==> config.mk <==
export PLATFORM = sky130hd
export DESIGN_NAME = jtag_tap_ctrl
export DESIGN_NICKNAME = d
export VERILOG_FILES = /design/src/rtl/jtag_pkg.sv /design/src/rtl/jtag_tap_fsm.sv /design/src/rtl/jtag_tap_ctrl.sv
export SDC_FILE = /design/constraint.sdc
export NUM_CORES = 1
export LEC_CHECK = 0
export CORE_MARGIN = 10
export CORE_UTILIZATION = 35
export DETAILED_ROUTE_END_ITERATION = 10
export SLEW_MARGIN = 10
export SYNTH_ARGS = -nofsm -noshare
export SYNTH_HDL_FRONTEND = slang
export SYNTH_HIERARCHICAL = 1
export SYNTH_SLANG_ARGS = --single-unit
==> constraint.sdc <==
create_clock -name tck -period 2.2 [get_ports tck]
set_input_delay 0.22 -clock tck [delete_from_list [all_inputs] [get_ports tck]]
set_output_delay 0.22 -clock tck [all_outputs]
set_load 0.05 [all_outputs]
==> src/rtl/jtag_pkg.sv <==
// Shared TAP definitions: state encodings, opcodes and IR capture pattern.
// JTAG_IDCODE_EN selects IDCODE (defined) or BYPASS (undefined) as the reset instruction.
package jtag_pkg;

    typedef enum logic [3:0] {
        EXIT2_DR         = 4'h0,
        EXIT1_DR         = 4'h1,
        SHIFT_DR         = 4'h2,
        PAUSE_DR         = 4'h3,
        SELECT_IR        = 4'h4,
        UPDATE_DR        = 4'h5,
        CAPTURE_DR       = 4'h6,
        SELECT_DR        = 4'h7,
        EXIT2_IR         = 4'h8,
        EXIT1_IR         = 4'h9,
        SHIFT_IR         = 4'hA,
        PAUSE_IR         = 4'hB,
        RUN_TEST_IDLE    = 4'hC,
        UPDATE_IR        = 4'hD,
        CAPTURE_IR       = 4'hE,
        TEST_LOGIC_RESET = 4'hF
    } tap_state_t;

    localparam logic [3:0] OPC_IDCODE         = 4'b0001;
    localparam logic [3:0] OPC_SAMPLE_PRELOAD = 4'b0010;
    localparam logic [3:0] OPC_EXTEST         = 4'b0011;
    localparam logic [3:0] OPC_INTEST         = 4'b0100;
    localparam logic [3:0] OPC_DMRESET        = 4'b1000;
    localparam logic [3:0] OPC_BYPASS         = 4'b1111;

    localparam logic [3:0] IR_CAPTURE_VAL = 4'b0101;

`ifdef JTAG_IDCODE_EN
    localparam logic [3:0] OPC_RESET = OPC_IDCODE;
`else
    localparam logic [3:0] OPC_RESET = OPC_BYPASS;
`endif

endpackage

==> src/rtl/jtag_tap_fsm.sv <==
// TMS-driven 16-state TAP machine; exposes the current and next state so the
// instruction logic can react on the same edge that enters TEST_LOGIC_RESET.
module jtag_tap_fsm
    import jtag_pkg::*;
(
    input  logic       i_tck,
    input  logic       i_trst_n,
    input  logic       i_tms,
    output tap_state_t o_state,
    output tap_state_t o_state_next
);

    tap_state_t r_state;
    tap_state_t w_state_next;

    always_comb begin
        w_state_next = TEST_LOGIC_RESET;
        unique case (r_state)
            TEST_LOGIC_RESET: w_state_next = i_tms ? TEST_LOGIC_RESET : RUN_TEST_IDLE;
            RUN_TEST_IDLE:    w_state_next = i_tms ? SELECT_DR : RUN_TEST_IDLE;
            SELECT_DR:        w_state_next = i_tms ? SELECT_IR : CAPTURE_DR;
            CAPTURE_DR:       w_state_next = i_tms ? EXIT1_DR  : SHIFT_DR;
            SHIFT_DR:         w_state_next = i_tms ? EXIT1_DR  : SHIFT_DR;
            EXIT1_DR:         w_state_next = i_tms ? UPDATE_DR : PAUSE_DR;
            PAUSE_DR:         w_state_next = i_tms ? EXIT2_DR  : PAUSE_DR;
            EXIT2_DR:         w_state_next = i_tms ? UPDATE_DR : SHIFT_DR;
            UPDATE_DR:        w_state_next = i_tms ? SELECT_DR : RUN_TEST_IDLE;
            SELECT_IR:        w_state_next = i_tms ? TEST_LOGIC_RESET : CAPTURE_IR;
            CAPTURE_IR:       w_state_next = i_tms ? EXIT1_IR  : SHIFT_IR;
            SHIFT_IR:         w_state_next = i_tms ? EXIT1_IR  : SHIFT_IR;
            EXIT1_IR:         w_state_next = i_tms ? UPDATE_IR : PAUSE_IR;
            PAUSE_IR:         w_state_next = i_tms ? EXIT2_IR  : PAUSE_IR;
            EXIT2_IR:         w_state_next = i_tms ? UPDATE_IR : SHIFT_IR;
            UPDATE_IR:        w_state_next = i_tms ? SELECT_DR : RUN_TEST_IDLE;
            default:          w_state_next = TEST_LOGIC_RESET;
        endcase
    end

    always_ff @(posedge i_tck or negedge i_trst_n) begin
        if (!i_trst_n) begin
            r_state <= TEST_LOGIC_RESET;
        end else begin
            r_state <= w_state_next;
        end
    end

    assign o_state      = r_state;
    assign o_state_next = w_state_next;

endmodule

==> src/rtl/jtag_tap_ctrl.sv <==
// TAP controller top: IR, bypass/ID registers, BSR control decode and TDO mux.
// JTAG_IDCODE_EN adds the IDCODE opcode and 32-bit ID register.
module jtag_tap_ctrl
    import jtag_pkg::*;
#(
    parameter int          IR_WIDTH   = 4,
    parameter logic [31:0] IDCODE_VAL = 32'h1000_0001
) (
    input  logic                tck,
    input  logic                trst,
    input  logic                tms,
    input  logic                tdi,
    output logic                tdo,
    output logic                tdo_en,
    output logic                bsr_tdi,
    input  logic                bsr_tdo,
    output logic                bsr_capture,
    output logic                bsr_shift,
    output logic                bsr_update,
    output logic                bsr_mode,
    output logic                dm_reset,
    output logic [3:0]          tap_state,
    output logic [IR_WIDTH-1:0] ir_active
);

    localparam logic [IR_WIDTH-1:0] L_RESET   = IR_WIDTH'(OPC_RESET);
    localparam logic [IR_WIDTH-1:0] L_CAPTURE = IR_WIDTH'(IR_CAPTURE_VAL);

    tap_state_t          w_state;
    tap_state_t          w_state_next;
    logic [IR_WIDTH-1:0] r_ir_shift;
    logic [IR_WIDTH-1:0] r_ir_active;
    logic [IR_WIDTH-1:0] w_ir_active_next;
    logic                r_bypass;
    logic                r_bsr_mode;
    logic                r_dm_reset;
    logic                r_tdo;
    logic                r_tdo_en;
    logic                w_sel_bsr;
    logic                w_sel_id;
    logic                w_id_lsb;
    logic                w_tdo_next;

    jtag_tap_fsm u_fsm (
        .i_tck        (tck),
        .i_trst_n     (trst),
        .i_tms        (tms),
        .o_state      (w_state),
        .o_state_next (w_state_next)
    );

    // Entering TEST_LOGIC_RESET via TMS reloads the reset instruction on that same edge.
    always_comb begin
        w_ir_active_next = r_ir_active;
        if (w_state_next == TEST_LOGIC_RESET) begin
            w_ir_active_next = L_RESET;
        end else if (w_state == UPDATE_IR) begin
            w_ir_active_next = r_ir_shift;
        end
    end

    always_ff @(posedge tck or negedge trst) begin
        if (!trst) begin
            r_ir_shift  <= L_CAPTURE;
            r_ir_active <= L_RESET;
            r_bsr_mode  <= 1'b0;
            r_dm_reset  <= 1'b0;
            r_bypass    <= 1'b0;
        end else begin
            if (w_state == CAPTURE_IR) begin
                r_ir_shift <= L_CAPTURE;
            end else if (w_state == SHIFT_IR) begin
                r_ir_shift <= {tdi, r_ir_shift[IR_WIDTH-1:1]};
            end
            r_ir_active <= w_ir_active_next;
            r_bsr_mode  <= (w_ir_active_next == IR_WIDTH'(OPC_EXTEST)) ||
                           (w_ir_active_next == IR_WIDTH'(OPC_INTEST));
            r_dm_reset  <= (w_ir_active_next == IR_WIDTH'(OPC_DMRESET));
            if (w_state == CAPTURE_DR) begin
                r_bypass <= 1'b0;
            end else if (w_state == SHIFT_DR) begin
                r_bypass <= tdi;
            end
        end
    end

    assign w_sel_bsr = (r_ir_active == IR_WIDTH'(OPC_SAMPLE_PRELOAD)) ||
                       (r_ir_active == IR_WIDTH'(OPC_EXTEST)) ||
                       (r_ir_active == IR_WIDTH'(OPC_INTEST));

`ifdef JTAG_IDCODE_EN
    logic [31:0] r_idcode;

    assign w_sel_id = (r_ir_active == IR_WIDTH'(OPC_IDCODE));

    always_ff @(posedge tck or negedge trst) begin
        if (!trst) begin
            r_idcode <= IDCODE_VAL;
        end else if (w_sel_id && (w_state == CAPTURE_DR)) begin
            r_idcode <= IDCODE_VAL;
        end else if (w_sel_id && (w_state == SHIFT_DR)) begin
            r_idcode <= {tdi, r_idcode[31:1]};
        end
    end

    assign w_id_lsb = r_idcode[0];
`else
    logic w_unused_idcode;

    assign w_unused_idcode = ^IDCODE_VAL;
    assign w_sel_id        = 1'b0;
    assign w_id_lsb        = 1'b0;
`endif

    always_comb begin
        w_tdo_next = 1'b0;
        if (w_state == SHIFT_IR) begin
            w_tdo_next = r_ir_shift[0];
        end else if (w_state == SHIFT_DR) begin
            w_tdo_next = w_sel_bsr ? bsr_tdo : (w_sel_id ? w_id_lsb : r_bypass);
        end
    end

    always_ff @(negedge tck or negedge trst) begin
        if (!trst) begin
            r_tdo    <= 1'b0;
            r_tdo_en <= 1'b0;
        end else begin
            r_tdo    <= w_tdo_next;
            r_tdo_en <= (w_state == SHIFT_IR) || (w_state == SHIFT_DR);
        end
    end

    assign tdo         = r_tdo;
    assign tdo_en      = r_tdo_en;
    assign bsr_tdi     = tdi;
    assign bsr_capture = (w_state == CAPTURE_DR) && w_sel_bsr;
    assign bsr_shift   = (w_state == SHIFT_DR)   && w_sel_bsr;
    assign bsr_update  = (w_state == UPDATE_DR)  && w_sel_bsr;
    assign bsr_mode    = r_bsr_mode;
    assign dm_reset    = r_dm_reset;
    assign tap_state   = w_state;
    assign ir_active   = r_ir_active;

endmodule

After elaboration in Yosys (flattened, before gate mapping)
Cells that the tools add are included.

Bits in registers: 17. Latch bits: 0. Bits in writable memories: 0. Memory bits (read-only): 0. Output and inout port bits: 16. Word-level logic and storage cells: 65. Memories: 0.

Add/sub/neg operators: 0. $mul: 0. Divide/modulo/power cells: 0. Order comparisons: 0. Eq/ne operators: 22. Shift-type cells: 0. Multiplexer cells: 22. Bitwise logic cells: 0. Reduce and logical (&&, ||, !) cells: 13.

Operators by type and width (number): one-hot mux 4 bit (12 select lines) (1); == test 4 bit, second input constant (10); == test 4 x 3 -> 1 bit, second input constant (6); == test 4 x 2 -> 1 bit, second input constant (5); two-way mux 4 bit (5); two-way mux 2 bit (6); two-way mux 3 bit (4); two-way mux 1 bit (6); == test 4 x 1 -> 1 bit, second input constant (1); logical NOT 4 bit (1); logical OR 1 bit (4); nonzero test 2 bit (2); OR reduction 2 bit (2); logical AND 1 bit (3); OR reduction 3 bit (1).

Depth between registers and ports, before layout
Gate-level depths: netlist (run 1).

Depth in word-level cells: 7. Mapped depth: 5. Depth with buffers taken out: 5.

Modules after synthesis
Netlist (run 1), hierarchy kept.

By module, submodules not included: jtag_tap_ctrl (times used 1, cells each 74, area an instance 709.4 µm²); jtag_tap_fsm (times used 1, cells each 19, area an instance 197.7 µm²).

==> results of run 1 <==
placed cells by master, fill, tap and decap left out, types with 3 or more instances in the layout:
| master | count |
|---|---|
| nand2_1 | 16 |
| clkdlybuf4s50_1 | 15 |
| buf_4 | 15 |
| o21ai_0 | 8 |
| nor2_1 | 7 |
| dfstp_2 | 7 |
| dfrtp_1 | 5 |
| buf_12 | 5 |
| nand3_1 | 4 |
| o211ai_1 | 4 |
| nand3b_1 | 3 |
| clkbuf_4 | 3 |
| dfstp_4 | 3 |
how the worst max path moves through the flow:
stage | from | to | depth (start not counted)
floorplan | ir_active[2] | tdo | 3
global placement | bsr_tdo | tdo | 4
detailed placement | bsr_tdo | tdo | 4
CTS | ir_active[1] | tdo | 4
global route | ir_active[1] | tdo | 3
finish | ir_active[2] | tdo | 3
worst reg2reg max path, delay by kind of cell (launching register included):
family / cells / cell delay [ns]
flops: 1 / 0.65
compound gates: 3 / 0.71
power groups by stage:
| stage | Sequential (W) | Clock [W] | Combinational, W |
|---|---|---|---|
| after floorplan | 0.00103 | 0 | 0.000455 |
| after global placement | 0.000653 | 0 | 0.00131 |
| after detailed placement | 0.000663 | 0 | 0.00132 |
| after CTS | 0.000656 | 0.000178 | 0.00135 |
| after global routing | 0.000679 | 0.000193 | 0.00146 |
| final | 0.000658 | 0.000175 | 0.00134 |
timing repair:
action,CTS,global route
hold buffers,0,0
buffers inserted,1,0
pin swaps,2,1
endpoints found under the setup margin,3,5
gates resized for setup,1,1
through the flow:
| step | instance area, um^2 | setup WS (ns) |
|---|---|---|
| after floorplan | 940.9 | -0.3776 |
| after global placement | 1304 | -0.3029 |
| after detailed placement | 1304 | -0.3174 |
| after CTS | 1341 | -0.2562 |
| after global routing | 1346 | -0.3286 |
| final | 1346 | -0.2653 |
sequential cells by signal, summed over array words and instances (netlist names):
register,flops
u_fsm/o_state,4
r_bypass,1
bsr_mode,1
ir_active,4
r_ir_shift,4
tdo_en,1
tdo,1
dm_reset,1
kinds of logic (layout without fill, tap and decap cells):
| logic type | Yosys count | in the layout |
|---|---|---|
| AOI/OAI and AO/OA | 24 | 24 |
| buffers and inverters | 5 | 41 |
| DFF | 17 | 17 |
| and+or+nand+nor | 47 | 47 |
layer usage:
metal,GRT usage (%),vias to the layer above
li1,-,411
met1,10.83,404
met2,15.53,16
met3,3.766,2
met4,4.516,0
met5,0,-
area by class of cell:
type                    count  area [um^2]  area share (%)
clock buffers               3        22.52           1.673
clock inverters             1        5.005          0.3717
inverters                   2        7.507          0.5576
multi-input cells          71        461.7           34.29
flip-flops and latches     17        449.2           33.36
well taps                  30        37.54           2.788
repair buffers             35        362.8           26.95
==> results.tsv, run 1 <==
stage	metric	value	unit
clocking	insertion delay to the later sink of the worst-skew pair	0.30	ns
detailed_routing	routed wire length per instance	14.71	um
global_routing	remaining global-route overflow	0	
clocking	register clock-pin slew on the reported worst setup and hold paths	0.11	ns
yosys	biggest area consumer among synthesized cells	dfstp_2	
die	die area	5028	um^2
place	post-detailed-placement half-perimeter wirelength	1764	um
detailed_routing	total length of routed met3 wires	171	um
place	global placer's final weighted congestion	0.7537	
power	net switching power of the design	0.001012	W
yosys	number of warnings reported in the yosys synthesis log	6	
cells_and_area	synth-to-layout area growth	48.41	%
setup_path	reg-to-reg startpoint	ir_active[2]	
yosys	top cell type's share of synthesized area	28.97	%
place	total placed cells including tap cells	154	
yosys	adder and majority gate portion of the synthesized area	0	%
clocking	cts bufs inserted	3	
detailed_routing	DR WL met2	1137	um
clocking	Longest Clk Path Bufs	2	
place	buffers added on ports	20	
setup_path	critical path fanouts, max	4	
setup_path	cells traversed along the worst timing path	o21bai_1 > a221o_1 > a2111oi_2	
yosys	number of distinct library cells after synthesis	35	
setup_path	Crit path max-delay family	compound AO/OA/AOI/OAI gates	
detailed_routing	First DRT Iteration DRCs	39	
global_routing	initial antenna violation count	0	
die	initial cell density of the core	36.62	%
clocking	total number of clock tree sinks	17	
yosys	Synth Register Bits	17	
yosys	Synth Net Count	98	
detailed_routing	overall via count from detail_route	833	
setup_path	element type at the critical path end	register	
sta	number of setup violations in the final report	1	
cells_and_area	final net count	135	
job	reported max-cap violation count	0	
global_routing	wire length of the first global-routing pass	4015	um
yosys	sequential cell area fraction in the yosys report	48.28	%
power	areal power density over the cells	1612	nW/um^2
yosys	largest cells by area after synthesis	dfstp_2, dfrtp_1, nand2_1	
status	failing checks	negative setup slack	
sta	number of max-slew violations in the final report	0	
power	combinational cell fraction of total power	61.6	%
cells_and_area	Non-Filler Instances	159	
sta	post-route clock skew	0.01193	ns
sta	transition time of the tightest slew-check pin	0.5138	ns
setup_path	setup slack of the worst register-to-register path	-0.27	ns
yosys	dominant combinational cell family by area after synthesis	simple AND/OR/NAND/NOR gates	
power	Final Power	0.002170	W
yosys	number of enable-type register cells in the synthesized netlist	0	
detailed_routing	via-per-instance ratio	5.239	
global_routing	aggregate global-route resource usage	9.607	%
setup_path	number of cells traversed by the worst register-to-register path	3	
global_routing	maximum number of pins on one net before global-route repair	16	
yosys	most common cell in the netlist	nand2_1	
sta	endpoints failing hold	0	
power	peak supply drop	0.9786	mV
clocking	CTS tree	yes	
sta	worst slew margin relative to its limit	65.64	%
power	switching portion of total power	46.64	%
sta	total negative slack for setup checks	-0.2653	ns
power	share of total power in sequential cells	30.3	%
yosys	Mapped Cells	93	
global_routing	number of global-route vias before repair	875	
yosys	Synth Area in XOR/XNOR	0	%
yosys	Primary FF master, synth	dfstp_2	
clocking	H-Tree Level Count	1	
setup_path	longest individual stage delay on the worst path	0.65	ns
worst_hold_path	class of the worst hold path	in2async	
setup_path	slowest CP cell	dfstp_4	
detailed_routing	routed length on met1	1014	um
setup_path	endpoint of the most critical register-to-register path	tdo	
detailed_routing	Final ANT Viol Nets	0	
yosys	simple-gate area share of the yosys netlist	28.41	%
sta	Worst Setup Slack, final	-0.2653	ns
setup_path	critical path buffer and inverter count	0	
detailed_routing	highest routed layer	met4	
yosys	post-synthesis mux area share	0	%
die	ports placed on the boundary	21	
die	die boundary width	70.91	um
detailed_routing	drc violations	0	
die	Chip Height	70.91	um
setup_path	Worst EP arrival	1.65	ns
sta	setup repair after global routing missed its margin	true	
clocking	buffer type at the clock tree root	clkbuf_4	
setup_path	Setup crit start kind	register	
cells_and_area	number of filler instances in the final layout	239	
setup_path	start-to-end type of the worst setup path	reg2reg	
cells_and_area	count of inserted antenna diode cells	0	
yosys	async set-or-reset flop fraction in the synthesized netlist	100.0	%
detailed_routing	overall routed net length	2339	um
cells_and_area	fraction of layout instances using a drive strength above 1	32.56	%
power	static leakage	0.5711	nW
status	status	finished, violations left	
die	number of cell rows	18	
detailed_routing	number of detailed-routing iterations run before antenna repair	4	
power	internal power contribution	0.001158	W
power	clock share of power	8.0	%
sta	Fin Hold WS	0.3166	ns
yosys	mapped cell area	907.1	um^2
die	core box area	2477	um^2
cells_and_area	final cell utilization of the core	54.34	%
yosys	top cell types by occurrence after synthesis	nand2_1, dfstp_2, nor2_1, o21ai_0, dfrtp_1	
setup_path	endpoint required time on the critical path	1.38	ns
yosys	share of the synthesized area in compound gates (AO/OA/AOI/OAI)	19.17	%
yosys	Avg Inst Size Synth	9.754	um^2
Power figures use the tool's default switching activity.
==> inputs of run 2 (changes only) <==
Settings changed: HOLD_SLACK_MARGIN from default to 0.03.
==> results of run 2 <==
Final layout, timing and power as in run 1 (identical DEF).
==> inputs of run 3 (changes only) <==
Settings changed: PLACE_DENSITY from default to 0.65.
==> run 3 against run 2 <==
Effect of this change: the flow still finishes with violations (negative setup slack); die area is the same; routed wire length grew 2.1%; cell area grew 0.65%; count of clock-buffer cells in the layout grew 1; critical path depth is the same; via count grew 1.8%; setup slack lost 0.010 ns; sequential share of layout area shrank 0.22 points; hold slack gained 0.019 ns; final cell count shrank 0.63%; power grew 0.65%; core utilization grew 0.35 points; critical path type unchanged.
==> results.tsv, run 3 (synthesis gave the netlist of run 1 again) <==
stage	metric	value	unit	change
detailed_routing	total length of routed met3 wires	161	um	-5.8%
global_routing	wire length of the first global-routing pass	4077	um	+1.5%
setup_path	longest individual stage delay on the worst path	0.65	ns	about the same
place	global placer's final weighted congestion	0.7616		+1.0%
setup_path	Setup crit start kind	register		
setup_path	endpoint of the most critical register-to-register path	tdo		
die	ports placed on the boundary	21		unchanged
die	Chip Height	70.91	um	unchanged
global_routing	number of global-route vias before repair	901		+3.0%
power	peak supply drop	1.021	mV	+4.3%
cells_and_area	most used cells in the layout excluding fill and tap cells	nand2_1, clkdlybuf4s50_1, buf_4		
die	die boundary width	70.91	um	unchanged
cells_and_area	final net count	134		-0.74%
global_routing	maximum number of pins on one net before global-route repair	16		unchanged
sta	number of setup violations in the final report	1		unchanged
sta	Fin Hold WS	0.3353	ns	+0.01872 ns
detailed_routing	routed wire length per instance	15.12	um	+2.8%
detailed_routing	number of detailed-routing iterations run before antenna repair	4		unchanged
place	buffers added on ports	20		unchanged
sta	Worst Setup Slack, final	-0.2758	ns	-0.01049 ns
place	post-detailed-placement half-perimeter wirelength	1758	um	-0.38%
cells_and_area	commonest non-fill, non-tap cell in the layout	nand2_1		
place	standard cell area after detailed placement	1296	um^2	-0.58%
detailed_routing	First DRT Iteration DRCs	30		-23%
detailed_routing	via-per-instance ratio	5.367		+2.4%
cells_and_area	final standard cell area without fillers	1355	um^2	+0.65%
clocking	register clock-pin slew on the reported worst setup and hold paths	0.10	ns	about the same
status	failing checks	negative setup slack		
status	status	finished, violations left		
clocking	total number of clock tree sinks	17		unchanged
clocking	buffer type at the clock tree root	clkbuf_4		
global_routing	remaining global-route overflow	0		unchanged
setup_path	critical path fanouts, max	3		-1
setup_path	reg-to-reg startpoint	ir_active[2]		
die	number of cell rows	18		unchanged
sta	number of max-slew violations in the final report	0		unchanged
cells_and_area	number of filler instances in the final layout	236		-1.3%
detailed_routing	overall via count from detail_route	848		+1.8%
power	static leakage	0.5772	nW	+1.1%
sta	transition time of the tightest slew-check pin	0.5114	ns	-0.002361 ns
setup_path	slowest CP cell	dfstp_4		
detailed_routing	highest routed layer	met4		
detailed_routing	drc violations	0		unchanged
cells_and_area	count of inserted antenna diode cells	0		unchanged
setup_path	setup slack of the worst register-to-register path	-0.28	ns	about the same
clocking	CTS tree	yes		
setup_path	endpoint required time on the critical path	1.38	ns	about the same
clocking	insertion delay to the later sink of the worst-skew pair	0.29	ns	about the same
cells_and_area	fraction of layout instances using a drive strength above 1	31.25	%	-1.3 points
setup_path	number of cells traversed by the worst register-to-register path	3		unchanged
sta	worst slew margin relative to its limit	65.80	%	+0.16 points
clocking	Longest Clk Path Bufs	2		unchanged
clocking	cts bufs inserted	3		unchanged
die	initial cell density of the core	36.62	%	unchanged
detailed_routing	DR WL met2	1113	um	-2.1%
die	core box area	2477	um^2	unchanged
power	Final Power	0.002184	W	+0.65%
setup_path	start-to-end type of the worst setup path	reg2reg		
setup_path	cells traversed along the worst timing path	o21bai_1 > a221o_1 > a2111oi_2		
detailed_routing	Final ANT Viol Nets	0		unchanged
sta	setup repair after global routing missed its margin	true		
setup_path	element type at the critical path end	register		
sta	post-route clock skew	0.001417	ns	-0.01051 ns
setup_path	Worst EP arrival	1.66	ns	about the same
job	reported max-cap violation count	0		unchanged
die	die area	5028	um^2	unchanged
detailed_routing	routed length on met1	1081	um	+6.6%
power	areal power density over the cells	1612	nW/um^2	about the same
worst_hold_path	class of the worst hold path	in2async		
sta	endpoints failing hold	0		unchanged
global_routing	initial antenna violation count	0		unchanged
setup_path	origin of the worst setup path	ir_active[2]		
detailed_routing	overall routed net length	2389	um	+2.1%
clocking	H-Tree Level Count	1		unchanged
cells_and_area	synth-to-layout area growth	49.38	%	
setup_path	endpoint of the worst setup timing path	tdo		
global_routing	aggregate global-route resource usage	9.619	%	+0.012 points
clocking	Post-CTS Hold Fix Bufs	0		unchanged
-- run 3: cell types whose count changed in the layout (fill, tap and decap cells not counted) --
cell,delta
clkbuf_1,+1
nor3b_2,-1
clkdlybuf4s50_1,-1
buf_12,-1
clkbuf_16,+1
buf_6,+1
nor3b_4,+1
clkinv_2,-1
dlymetal6s2s_1,+1
buf_4,-2
-- run 3: layout make-up --
type / count / area (um^2) / share of cell area (%)
Multi-Input combinational cell: 71 / 467.9 / 34.53
Sequential cell: 17 / 449.2 / 33.15
Timing Repair Buffer: 34 / 366.6 / 27.05
Tap cell: 30 / 37.54 / 2.770
Clock buffer: 4 / 26.28 / 1.939
Inverter: 2 / 7.507 / 0.5540
-- run 3: routing by layer --
layer | up-vias | global-route usage, %
li1 | 412 | -
met1 | 410 | 10.53
met2 | 24 | 16.02
met3 | 2 | 3.208
met4 | 0 | 5.161
met5 | - | 0
-- run 3: critical path, delay by kind of cell, from the launching register on --
kind	cells	cell delay [ns]
flip-flops	1	0.65
AO/OA/AOI/OAI	3	0.72
-- run 3: worst min path at each step --
| stage | endpoint | cells past startpoint | slack [ns] | from |
|---|---|---|---|---|
| after global routing | dm_reset | 2 | 0.37 | trst |
| after CTS | r_ir_shift[3] | 2 | 0.34 | trst |
| after detailed placement | r_ir_shift[2] | 2 | 0.51 | r_ir_shift[2] |
| final | r_ir_shift[3] | 2 | 0.34 | trst |
| after global placement | r_ir_shift[2] | 2 | 0.50 | r_ir_shift[2] |
| after floorplan | bsr_mode | 0 | -0.08 | trst |
-- run 3: report_power, final --
| part | internal (W) | switching (W) | leakage [nW] |
|---|---|---|---|
| logic | 0.000564 | 0.000792 | 0.361 |
| clock network | 0.0000705 | 0.0000962 | 0.0150 |
| registers | 0.000529 | 0.000133 | 0.201 |
-- run 3: per-stage QoR --
step | TNS (ns) | utilization [%] | worst slack, ns | std cells
6_report | -0.2758 | 54.70 | -0.2758 | 158
5_1_grt | -0.4343 | 54.70 | -0.3289 | 158
3_5_place_dp | -0.3337 | 52.32 | -0.3337 | 153
2_1_floorplan | -0.3791 | - | -0.3776 | 93
4_1_cts | -0.2579 | 53.99 | -0.2559 | 158
3_3_place_gp | -0.3023 | 52.32 | -0.3023 | 153
-- run 3: timing repair --
item                       in CTS  in global routing
buffers inserted                1                  0
gates resized for setup         2                  4
hold endpoints to repair        0                  0
setup endpoints to repair       3                  6
pin swaps                       3                  2
